[config.mk]
export PLATFORM = sky130hd
export DESIGN_NAME = cmp_arbiter
export DESIGN_NICKNAME = d
export VERILOG_FILES = /design/src/rtl/cmp_arbiter.sv
export SDC_FILE = /design/constraint.sdc
export NUM_CORES = 1
export LEC_CHECK = 0
export BUFFER_PORTS_ARGS = -buffer_cell sky130_fd_sc_hd__clkbuf_2
export CORE_MARGIN = 2
export CORE_UTILIZATION = 39
export CTS_CLUSTER_SIZE = 28
export DETAILED_ROUTE_END_ITERATION = 12
export GPL_TIMING_DRIVEN = 0
export HOLD_SLACK_MARGIN = 0.1
export PLACE_DENSITY = 0.68
export SLEW_MARGIN = 20
export SYNTH_ARGS = -nofsm -noshare
export SYNTH_HDL_FRONTEND = slang
export SYNTH_SLANG_ARGS = --single-unit
[constraint.sdc]
create_clock -name clk -period 3.94 [get_ports clk]
set_clock_uncertainty 0.15 [all_clocks]
set_input_delay 0.394 -clock clk [delete_from_list [all_inputs] [get_ports clk]]
set_output_delay 0.394 -clock clk [all_outputs]
set_load 0.05 [all_outputs]
[src/rtl/cmp_arbiter.sv]
// cmp_arbiter: round-robin front end for one shared W-bit equality comparator.
// Optional signed less-than result is compiled in when CMP_ARB_LT_EN is defined.
//
// Ports:
//   clk        rising-edge clock
//   reset      asynchronous, active-low reset
//   req_valid  per-requester request valid (N_REQ)
//   req_ready  per-requester accept, one-hot or zero (N_REQ)
//   req_a      operand A, requester i at [i*W +: W]
//   req_b      operand B, same packing as req_a
//   rsp_valid  response valid, held until rsp_ready
//   rsp_ready  response consumed
//   rsp_id     requester that owns the response
//   rsp_equal  A == B
//   rsp_lt     signed A < B (constant 0 unless CMP_ARB_LT_EN)
//   busy       high whenever a transaction is in flight
module cmp_arbiter #(
  parameter int N_REQ = 2,
  parameter int W = 32,
  localparam int ID_W = $clog2(N_REQ)
) (
  input  logic               clk,
  input  logic               reset,
  input  logic [N_REQ-1:0]   req_valid,
  output logic [N_REQ-1:0]   req_ready,
  input  logic [N_REQ*W-1:0] req_a,
  input  logic [N_REQ*W-1:0] req_b,
  output logic               rsp_valid,
  input  logic               rsp_ready,
  output logic [ID_W-1:0]    rsp_id,
  output logic               rsp_equal,
  output logic               rsp_lt,
  output logic               busy
);

  localparam logic [1:0] IDLE = 2'd0;
  localparam logic [1:0] CMP  = 2'd1;
  localparam logic [1:0] RESP = 2'd2;

  logic [1:0]      state;
  logic [ID_W-1:0] last_grant;
  logic [ID_W-1:0] id_r;
  logic [W-1:0]    a_r;
  logic [W-1:0]    b_r;

  logic [ID_W-1:0] grant;
  logic            found;
  logic [ID_W:0]   idx;

  // Scan last_grant+1 .. last_grant+N_REQ, wrapping without a divider.
  always_comb begin
    found = 1'b0;
    grant = '0;
    idx   = '0;
    for (int k = 1; k <= N_REQ; k++) begin
      idx = {1'b0, last_grant} + (ID_W+1)'(k);
      if (idx >= (ID_W+1)'(N_REQ))
        idx = idx - (ID_W+1)'(N_REQ);
      if (!found && req_valid[idx[ID_W-1:0]]) begin
        found = 1'b1;
        grant = idx[ID_W-1:0];
      end
    end
  end

  always_comb begin
    req_ready = '0;
    if (state == IDLE && found)
      req_ready[grant] = 1'b1;
  end

  assign rsp_valid = (state == RESP);
  assign busy      = (state != IDLE);

`ifdef CMP_ARB_LT_EN
  logic lt_r;

  always_ff @(posedge clk or negedge reset) begin
    if (!reset)
      lt_r <= 1'b0;
    else if (state == CMP)
      lt_r <= $signed(a_r) < $signed(b_r);
  end

  assign rsp_lt = lt_r;
`else
  assign rsp_lt = 1'b0;
`endif

  always_ff @(posedge clk or negedge reset) begin
    if (!reset) begin
      state      <= IDLE;
      last_grant <= ID_W'(N_REQ-1);
      id_r       <= '0;
      a_r        <= '0;
      b_r        <= '0;
      rsp_id     <= '0;
      rsp_equal  <= 1'b0;
    end else begin
      case (state)
        IDLE: begin
          if (found) begin
            a_r        <= req_a[int'(grant)*W +: W];
            b_r        <= req_b[int'(grant)*W +: W];
            id_r       <= grant;
            last_grant <= grant;
            state      <= CMP;
          end
        end
        CMP: begin
          rsp_equal <= (a_r == b_r);
          rsp_id    <= id_r;
          state     <= RESP;
        end
        RESP: begin
          if (rsp_ready)
            state <= IDLE;
        end
        default: state <= IDLE;
      endcase
    end
  end

endmodule

## Yosys cells after proc, flatten, opt, wreduce, memory -nomap -nowiden

Index checks and enable logic that the tools add are counted.

- Flip-flop bits (word level): 70
- Bits of input ports: 133
- Logic and storage cells: 48

- Add/subtract/negate cells: 4
- Magnitude comparators: 6
- Equal/unequal tests: 5
- Shift-type cells: 2
- Mux-type cells: 16
- Reduce and logical (&&, ||, !) cells: 8

Operator list:

| cell | count |
|---|---|
| variable part select 64 x 7 -> 32 bit | 2 |
| equality test 32 bit | 1 |
| two-way mux 1 bit | 11 |
| less-than comparator 1 x 2 -> 1 bit (second input constant) | 3 |
| two-way mux 2 bit | 3 |
| one-hot mux 2 bit (3 select lines) | 1 |
| greater-or-equal comparator 2 bit (second input constant) | 2 |
| AND reduction 2 bit | 2 |
| logical AND 1 bit | 3 |
| adder 1 x 1 -> 2 bit (second input constant) | 1 |
| adder 1 x 2 -> 2 bit (second input constant) | 1 |
| equality test 2 x 1 -> 1 bit (second input constant) | 1 |
| equality test 2 bit (second input constant) | 1 |
| zero test 2 bit | 1 |
| inequality test 2 x 1 -> 1 bit (second input constant) | 1 |
| inequality test 2 bit (second input constant) | 1 |
| nonzero test 2 bit | 1 |
| subtractor 1 bit (second input constant) | 2 |
| demux 1 bit (select 1 bit) | 1 |
| greater-or-equal comparator 1 bit (second input constant) | 1 |
| zero test 1 bit | 1 |

## Depth between registers and ports, before layout

Gate-level depths: netlist of run 1.

- Depth after elaboration: 14
- Depth in mapped cells: 7
- Mapped depth without buffers: 5

## Worst setup path after synthesis of run 1

OpenSTA, ideal clock, no wires.

- Kind: reg-to-reg
- Start point: reg state[0]
- End point: reg a_r[0]
- Arrival time: 1.521 ns
- Required time: 3.663 ns
- Slack: 2.142 ns
- Stages on the path, launching flop included: 8
- Clock period less this slack: 1.798 ns
- Cell sequence: dfrtp_1 > nor2_1 > inv_1 > nor2_1 > buf_2 > buf_2 > a222oi_1 > inv_1

- Longest elaborated chain between the ends: 2

Ends and longest elaborated chain:

| item | RTL line | RTL |
|---|---|---|
| start, declared | 40 | `logic [1:0] state;` |
| start signal, assigned | 92 | `state <= IDLE;` |
| start signal, assigned | 107 | `state <= CMP;` |
| start signal, assigned | 113 | `state <= RESP;` |
| zero test 2 bit | 100 | `case (state)` |
| AND reduction 2 bit (no line) | - |  |
| end signal, assigned | 103 | `a_r <= req_a[int'(grant)*W +: W];` |
| end, declared | 43 | `logic [W-1:0] a_r;` |

Every way passes these cells.
A chain may end at the register's enable or synchronous reset.

## Worst setup path in the final report of run 1

- Start point: reg state[0]
- End point: out req_ready[1]

- Longest elaborated chain between the ends: 3

Ends and longest elaborated chain:

| item | RTL line | RTL |
|---|---|---|
| zero test 2 bit | 68 | `if (state == IDLE && found)` |
| logical AND 1 bit | 68 |  |
| two-way mux 2 bit | 68 |  |
| end, declared | 25 | `output logic [N_REQ-1:0] req_ready,` |

Every way passes these cells.

==> PnR_summary.wiki, run 1 <==
{| class="wikitable"
! Metric !! Value
|-
| Total core area || 8090 um2
|-
| Number of buffers created by CTS || 9
|-
| Number of rows in the core area || 33
|-
| Fin. Hold Viols || 0
|-
| Sum of internal, switching and leakage power || 3400 uW
|-
| #FFs+latches synth || 70
|-
| Number of nets still failing antenna checks after routing || 0
|-
| Worst hold stages || 3
|-
| Sequential area share after synthesis || 54.6%
|-
| Ys async rst share || 100%
|-
| Antenna fix cells || 0
|-
| Number of cells on the worst reg-to-reg path || 7
|-
| RSZ-0062 raised after global routing || no
|-
| Vias/cell || 5.26
|-
| Data arrival time at the worst-slack endpoint || 1760 ps
|-
| Largest net degree at the start of global routing || 38
|-
| Worst endpoint required time || 3400 ps
|-
| FILL cells || 760
|-
| Clock latency reported for the late side of the worst-skew pair || 340 ps
|-
| Number of different library cells in the post-synthesis netlist || 25
|-
| Outcome || finished clean
|-
| Final Slew Violations || 0
|-
| Cell at the root of the clock tree || sky130_fd_sc_hd__clkbuf_8
|-
| Die Width || 94.8 um
|-
| Kind of end point of the critical path || output pin
|-
| Finish-stage setup viols || 0
|-
| Effective utilization at floorplan || 39.7%
|-
| Post-layout minimum cycle time || 2300 ps
|-
| CTS sink count || 70
|-
| Post-cts resize count || 0
|-
| Leak Pwr || 0.00246 uW
|-
| Synthesized cell area || 3210 um2
|-
| Fmax || 0.434 GHz
|-
| Ports || 140
|-
| Post-route clock period utilization || 58.5%
|-
| Final nets || 567
|-
| GRT Residual Overflow || 0
|-
| Most frequent cells after synthesis || 69 x sky130_fd_sc_hd__dfrtp_1, 68 x sky130_fd_sc_hd__inv_1, 64 x sky130_fd_sc_hd__a222oi_1
|-
| Sum Neg Setup Slack || 0 ps
|-
| Clock tree from TritonCTS || done
|-
| End of the worst register-to-register path || a_r[21]$_DFFE_PN0P_
|-
| Nature of the critical path startpoint || flop
|-
| Total half-perimeter wirelength after legalization and detailed placement || 6870 um
|-
| Share of Yosys cell area claimed by the top area cell type || 53.7%
|-
| Area overhead of the layout relative to synthesis || 34.2%
|-
| Post-detailed-route wirelength per cell || 16.5 um
|-
| Reg-to-reg startpoint || last_grant$_DFFE_PN1P_
|-
| Worst Hold Launch || req_b[45]
|-
| Die Ht || 94.8 um
|-
| Endpoint, Worst Hold || b_r[13]$_DFFE_PN0P_
|-
| Total global routing track utilization || 21.0%
|-
| Gate count of the mapped netlist || 282
|-
| Via total after detailed routing || 2861
|-
| # H-tree levels || 3
|-
| Fraction of final layout cells with drive strength greater than 1 || 39.4%
|-
| Maximum fanout along the worst path || 10
|-
| Count of yosys warnings during synthesis || 0
|-
| Library cell occupying the most area in the post-synthesis netlist || sky130_fd_sc_hd__dfrtp_1
|-
| First-pass GRT wire length || 13900 um
|-
| Worst slew margin || 65.6%
|-
| Clock transition at the registers of the reported paths || 80 ps
|-
| Max clock buf depth || 2
|-
| TritonRoute pass-1 iters || 8
|-
| I/O Buffers || 138
|-
| EDFF count, synth || 0
|-
| Worst hold path class || input pin to flop
|-
| Prevailing post-synth register cell || sky130_fd_sc_hd__dfrtp_1
|-
| Average cell area after synthesis || 11.4 um2
|-
| Routed Wire Length || 8960 um
|-
| Transition time at the pin with the least slew margin || 516 ps
|-
| Cell Count Post-Placement || 526
|-
| Vias in the first global route || 2824
|-
| Number of antenna violations at the first check in global routing || 0
|-
| Final RePlAce weighted congestion || 0.726
|-
| Cell Pwr Density || 789 nW/um2
|-
| Count of placed standard cells in the final layout, fillers left out || 544
|-
| Count of max-cap constraint violations || 0
|-
| Most repeated cell in the gate-level netlist after synthesis || sky130_fd_sc_hd__dfrtp_1
|-
| Iter 0 DRT Violations || 369
|-
| Highest ir drop seen on vdd || 0.259 mV
|-
| Most area-consuming cells after synthesis || sky130_fd_sc_hd__dfrtp_1 54%, sky130_fd_sc_hd__a222oi_1 20%, sky130_fd_sc_hd__inv_1 7.9%
|-
| Flop-to-flop setup slack || 2090 ps
|-
| Die area || 8980 um2
|-
| Net count after synthesis || 415
|-
| Setup Crit Path Kind || flop to output pin
|-
| Remaining design rule violation count || 0
|}
==> logic make-up after synthesis <==
logic type | share of synthesized area [%]
multiplexers | 0.350
other | 0.117
AO/OA/AOI/OAI | 21.1
AND/OR/NAND/NOR | 3.00
buffers and inverters | 12.1
flip-flops | 54.6
XOR/XNOR | 8.72
==> per-layer routing <==
| layer | global-route usage [%] | routed length (um) |
|---|---|---|
| met1 | 27.0 | 3760 |
| met2 | 35.5 | 4440 |
| met3 | 3.19 | 613 |
| met4 | 8.45 | 148 |
| met5 | 0 | 0 |
==> worst max-delay path, stage by stage, from the launching register on <==
cell and delay [ps]:
sky130_fd_sc_hd__dfrtp_1 400, sky130_fd_sc_hd__nor2_1 170, sky130_fd_sc_hd__and3_1 170, sky130_fd_sc_hd__buf_2 130
sky130_fd_sc_hd__buf_2 230, sky130_fd_sc_hd__clkbuf_2 320
==> worst max-delay path by stage <==
stage	from	cells past startpoint	to	slack, ps
finish	state[0]$_DFFE_PN0P_	5	req_ready[1]	1640
global route	state[0]$_DFFE_PN0P_	5	req_ready[1]	1480
global placement	reset	1	b_r[1]$_DFFE_PN0P_	1860
CTS	state[0]$_DFFE_PN0P_	5	req_ready[1]	1630
detailed placement	state[0]$_DFFE_PN0P_	5	req_ready[1]	2010
floorplan	state[0]$_DFFE_PN0P_	7	a_r[0]$_DFFE_PN0P_	2140
==> where the power goes <==
group          internal, uW  total [uW]  switching [uW]
Clock                   391         658             267
Combinational           615        1420             808
Sequential             1070        1320             247
==> placed cells by master, fill, tap and decap left out <==
cell type	n
sky130_fd_sc_hd__dlygate4sd3_1	2
sky130_fd_sc_hd__nand2_1	1
sky130_fd_sc_hd__and3_1	1
sky130_fd_sc_hd__buf_12	1
sky130_fd_sc_hd__buf_6	4
sky130_fd_sc_hd__dfrtp_1	69
sky130_fd_sc_hd__a222oi_1	64
sky130_fd_sc_hd__conb_1	1
sky130_fd_sc_hd__clkinvlp_4	1
sky130_fd_sc_hd__buf_1	2
sky130_fd_sc_hd__nor2_1	2
sky130_fd_sc_hd__xnor2_1	15
sky130_fd_sc_hd__o21ai_0	1
sky130_fd_sc_hd__o21ai_1	2
sky130_fd_sc_hd__nor3_1	1
sky130_fd_sc_hd__nand4_1	4
sky130_fd_sc_hd__clkinv_4	1
sky130_fd_sc_hd__clkbuf_4	1
sky130_fd_sc_hd__a21o_1	2
sky130_fd_sc_hd__buf_2	11
sky130_fd_sc_hd__clkbuf_1	5
sky130_fd_sc_hd__bufinv_16	2
sky130_fd_sc_hd__clkinv_2	1
sky130_fd_sc_hd__clkbuf_8	11
sky130_fd_sc_hd__buf_4	1
sky130_fd_sc_hd__nand3_1	1
sky130_fd_sc_hd__xor2_1	17
sky130_fd_sc_hd__mux2_2	1
sky130_fd_sc_hd__nor4_1	5
sky130_fd_sc_hd__clkbuf_2	137
sky130_fd_sc_hd__inv_1	68
sky130_fd_sc_hd__dfstp_2	1
sky130_fd_sc_hd__nand2b_1	2
sky130_fd_sc_hd__a22o_1	1
==> state kept, by name, summed over array words and instances, names as in the netlist <==
signal      cells
rsp_equal       1
id_r            1
a_r            32
state           2
rsp_id          1
b_r            32
last_grant      1
==> metrics by stage <==
stage | worst slack (ps) | util (%) | cell area [um2] | hold WS, ps
floorplan | 2140 | - | 3210 | -51.6
global placement | 1860 | 49.9 | 4040 | 308
detailed placement | 2010 | 50.1 | 4060 | 248
CTS | 1630 | 53.3 | 4310 | 116
global route | 1480 | 53.3 | 4310 | 123
finish | 1640 | 53.3 | 4310 | 126
==> cell type report <==
type / instances / area [um2] / share of cell area [%]
plain buffers: 23 / 134 / 3.11
multi-input cells: 121 / 1070 / 24.8
well taps: 105 / 131 / 3.05
flip-flops and latches: 70 / 1750 / 40.7
clock buffers: 11 / 151 / 3.51
clock inverters: 5 / 81.3 / 1.89
inverters: 68 / 255 / 5.92
repair buffers: 141 / 733 / 17.0
==> timing repair <==
| action | in CTS | in global routing |
|---|---|---|
| hold buffers | 2 | 0 |
| endpoints found under the setup margin | 0 | 0 |
| buffers inserted | 0 | 0 |
| hold endpoints to repair | 34 | 0 |
Power figures use the tool's default switching activity.
==> run 2: changes to the inputs <==
Settings changed: ABC_AREA set to 1, PLACE_DENSITY 0.68 to 0.69.
Clock period 3.94 ns to 1.94 ns, I/O delays scaled along.
==> PnR_summary.wiki, run 2 <==
{| class="wikitable"
! Metric !! Value
|-
| #FFs+latches synth || 70
|-
| CTS sink count || 70
|-
| Fin. Hold Viols || 0
|-
| EDFF count, synth || 0
|-
| Synthesized cell area || 3570 um2
|-
| Cell Count Post-Placement || 708
|-
| Total global routing track utilization || 26.8%
|-
| Buffer count from post-CTS setup fixing || 0
|-
| Data arrival time at the worst-slack endpoint || 1500 ps
|-
| Final Slew Violations || 0
|-
| Clock tree from TritonCTS || done
|-
| Final worst-path setup slack || 99.8 ps
|-
| Combined flip-flop and latch cell area || 1750 um2
|-
| Worst endpoint required time || 1600 ps
|-
| Most repeated cell in the gate-level netlist after synthesis || sky130_fd_sc_hd__nand2_1
|-
| Count of placed standard cells in the final layout, fillers left out || 851
|-
| Total core area || 8810 um2
|-
| Fmax || 0.543 GHz
|-
| Worst hold path class || input pin to asynchronous set/reset pin
|-
| Via total after detailed routing || 4071
|-
| Ports || 140
|-
| Post-layout minimum cycle time || 1840 ps
|-
| Number of rows in the core area || 34
|-
| Die Width || 99.7 um
|-
| Die Ht || 99.7 um
|-
| Library cell occupying the most area in the post-synthesis netlist || sky130_fd_sc_hd__dfrtp_1
|-
| Post-Place Worst Slack || 202 ps
|-
| Die area || 9940 um2
|-
| Prevailing post-synth register cell || sky130_fd_sc_hd__dfrtp_1
|-
| Nature of the critical path startpoint || flop
|-
| Crit path launch || state[0]$_DFFE_PN0P_
|-
| Sequential share of power || 36.2%
|-
| Switching portion of total power || 41.7%
|-
| Iter 0 DRT Violations || 160
|-
| Post-route clock period utilization || 94.9%
|-
| Setup Crit Path Kind || flop to output pin
|-
| Fraction of final layout cells with drive strength greater than 1 || 23.6%
|-
| Combined area of the multi-input logic cells || 1500 um2
|-
| Number of buffers created by CTS || 9
|-
| Largest registers || a_r x32, b_r x32, state x2
|-
| Kind of end point of the critical path || output pin
|-
| Worst slew margin || 65.5%
|-
| Largest net degree at the start of global routing || 42
|-
| Outcome || finished clean
|-
| Final nets || 872
|-
| Antenna fix cells || 0
|-
| FILL cells || 685
|-
| Clock transition at the registers of the reported paths || 70 ps
|-
| Highest ir drop seen on vdd || 0.588 mV
|-
| Net count after synthesis || 594
|-
| Final RePlAce weighted congestion || 0.852
|-
| Clock latency reported for the late side of the worst-skew pair || 340 ps
|-
| Clock network fraction of total power || 15.3%
|-
| # H-tree levels || 3
|-
| Number of antenna violations at the first check in global routing || 0
|-
| Vias/cell || 4.78
|-
| Number of nets still failing antenna checks after routing || 0
|-
| TritonRoute pass-1 iters || 5
|-
| Count of max-cap constraint violations || 0
|-
| Average cell area after synthesis || 7.75 um2
|-
| Post-detailed-route wirelength per cell || 15.1 um
|-
| Most area-consuming cells after synthesis || sky130_fd_sc_hd__dfrtp_1 48%, sky130_fd_sc_hd__nand2_1 22%, sky130_fd_sc_hd__o211ai_1 5.7%
|-
| Total half-perimeter wirelength after legalization and detailed placement || 7900 um
|-
| Remaining design rule violation count || 0
|-
| GRT Residual Overflow || 0
|-
| Gate count of the mapped netlist || 461
|-
| Maximum fanout along the worst path || 19
|-
| Max clock buf depth || 2
|-
| Internal power || 4260 uW
|-
| Logic gate share of total power || 48.5%
|-
| Most frequent cells after synthesis || 212 x sky130_fd_sc_hd__nand2_1, 69 x sky130_fd_sc_hd__dfrtp_1, 39 x sky130_fd_sc_hd__nand3_1
|-
| Sum Neg Setup Slack || 0 ps
|-
| Reg-to-reg startpoint || state[0]$_DFFE_PN0P_
|-
| First-pass GRT wire length || 20600 um
|-
| Ys async rst share || 100%
|-
| Vias in the first global route || 4430
|-
| Most common library cell in the layout ignoring fill and taps || sky130_fd_sc_hd__nand2_1
|-
| Share of Yosys cell area claimed by the top area cell type || 48.4%
|-
| Area overhead of the layout relative to synthesis || 65.9%
|-
| I/O Buffers || 138
|-
| Sequential area share after synthesis || 49.1%
|-
| RSZ-0062 raised after global routing || no
|-
| Effective utilization at floorplan || 40.6%
|-
| Cell Pwr Density || 1240 nW/um2
|-
| Number of different library cells in the post-synthesis netlist || 21
|-
| Routed Wire Length || 12800 um
|-
| Leak Pwr || 0.00300 uW
|-
| Switching power || 3060 uW
|-
| Cell at the root of the clock tree || sky130_fd_sc_hd__clkbuf_8
|-
| Top library cells by usage in the layout, fill and taps aside || 212 x sky130_fd_sc_hd__nand2_1, 135 x sky130_fd_sc_hd__clkbuf_2, 130 x sky130_fd_sc_hd__dlygate4sd3_1, 69 x sky130_fd_sc_hd__dfrtp_1, 39 x sky130_fd_sc_hd__nand3_1
|-
| Transition time at the pin with the least slew margin || 518 ps
|-
| Finish-stage setup viols || 0
|-
| Core utilization of the finished layout || 67.3%
|-
| Count of yosys warnings during synthesis || 0
|}
-- run 2: changes by cell type in the layout (fill, tap and decap cells not counted), sizes merged, moves of 5 or more --
| cell | change |
|---|---|
| dlygate4sd3 | +128 |
| nor4 | -5 |
| nand3 | +38 |
| o21ai | +5 |
| a222oi | -64 |
| xor2 | -7 |
| nand2 | +212 |
| nor2 | +21 |
| o211ai | +27 |
| xnor2 | -10 |
| inv | -29 |
-- run 2: kinds of logic (layout without fill, tap and decap cells) --
family                 Yosys count  count (layout)  synth area share (%)
AND/OR/NAND/NOR                276             276                  30.8
flip-flops                      70              70                  49.1
buffers and inverters           61             343                  9.00
AO/OA/AOI/OAI                   38              38                  7.32
XOR/XNOR                        15              15                  3.68
other                            1               1                 0.105
-- run 2: final timing paths --
path                                                to  slack, ps  depth (start not counted)
worst max-delay path                      req_ready[1]        100                          5
worst min-delay path               b_r[26]$_DFFE_PN0P_        210                          2
worst max register to register     a_r[11]$_DFFE_PN0P_        280                          6
worst min register to register  last_grant$_DFFE_PN1P_        310                          2
max in group asynchronous       last_grant$_DFFE_PN1P_        790                          3
min in group clk                   b_r[18]$_DFFE_PN0P_        310                          6
-- run 2: timing repair --
action | 4_1_cts | 5_1_grt
endpoints found under the setup margin | 2 | 2
endpoints found under the hold margin | 134 | 0
gates resized for setup | 5 | 4
hold buffers | 130 | 0
-- run 2: through the flow --
| stage | hold WS (ps) | power [uW] | cell area, um2 |
|---|---|---|---|
| after floorplan | -252 | 4930 | 3570 |
| after global placement | 236 | 5860 | 4400 |
| after detailed placement | 37.5 | 5940 | 4420 |
| after CTS | 204 | 7280 | 5910 |
| after global routing | 257 | 7930 | 5920 |
| final | 211 | 7320 | 5920 |
-- run 2: cell type report --
| type | count | share of cell area, % |
|---|---|---|
| plain buffers | 20 | 2.92 |
| clock buffers | 15 | 3.15 |
| inverters | 39 | 2.47 |
| multi-input cells | 330 | 25.3 |
| flip-flops and latches | 70 | 29.6 |
| well taps | 108 | 2.28 |
| repair buffers | 269 | 34.3 |
-- run 2: power groups by stage --
stage          registers, uW  clock network [uW]  logic (uW)
2_1_floorplan           2580                   0        2350
3_3_place_gp            2640                   0        3220
3_5_place_dp            2670                   0        3270
4_1_cts                 2650                1130        3500
5_1_grt                 2740                1200        3980
6_report                2650                1120        3550
-- run 2: layer usage --
layer | routed length [um] | vias up | global-route usage [%]
li1 | - | 2001 | -
met1 | 5360 | 1858 | 33.2
met4 | 308 | 0 | 10.4
met5 | 0 | - | 0
met3 | 841 | 27 | 5.41
met2 | 6310 | 185 | 45.9
-- run 2: worst max-delay path: stages (launching register included) --
cell	delay, ps
sky130_fd_sc_hd__dfrtp_1	400
sky130_fd_sc_hd__inv_2	60
sky130_fd_sc_hd__nand2_2	80
sky130_fd_sc_hd__nor2_2	190
sky130_fd_sc_hd__buf_8	210
sky130_fd_sc_hd__clkbuf_8	210
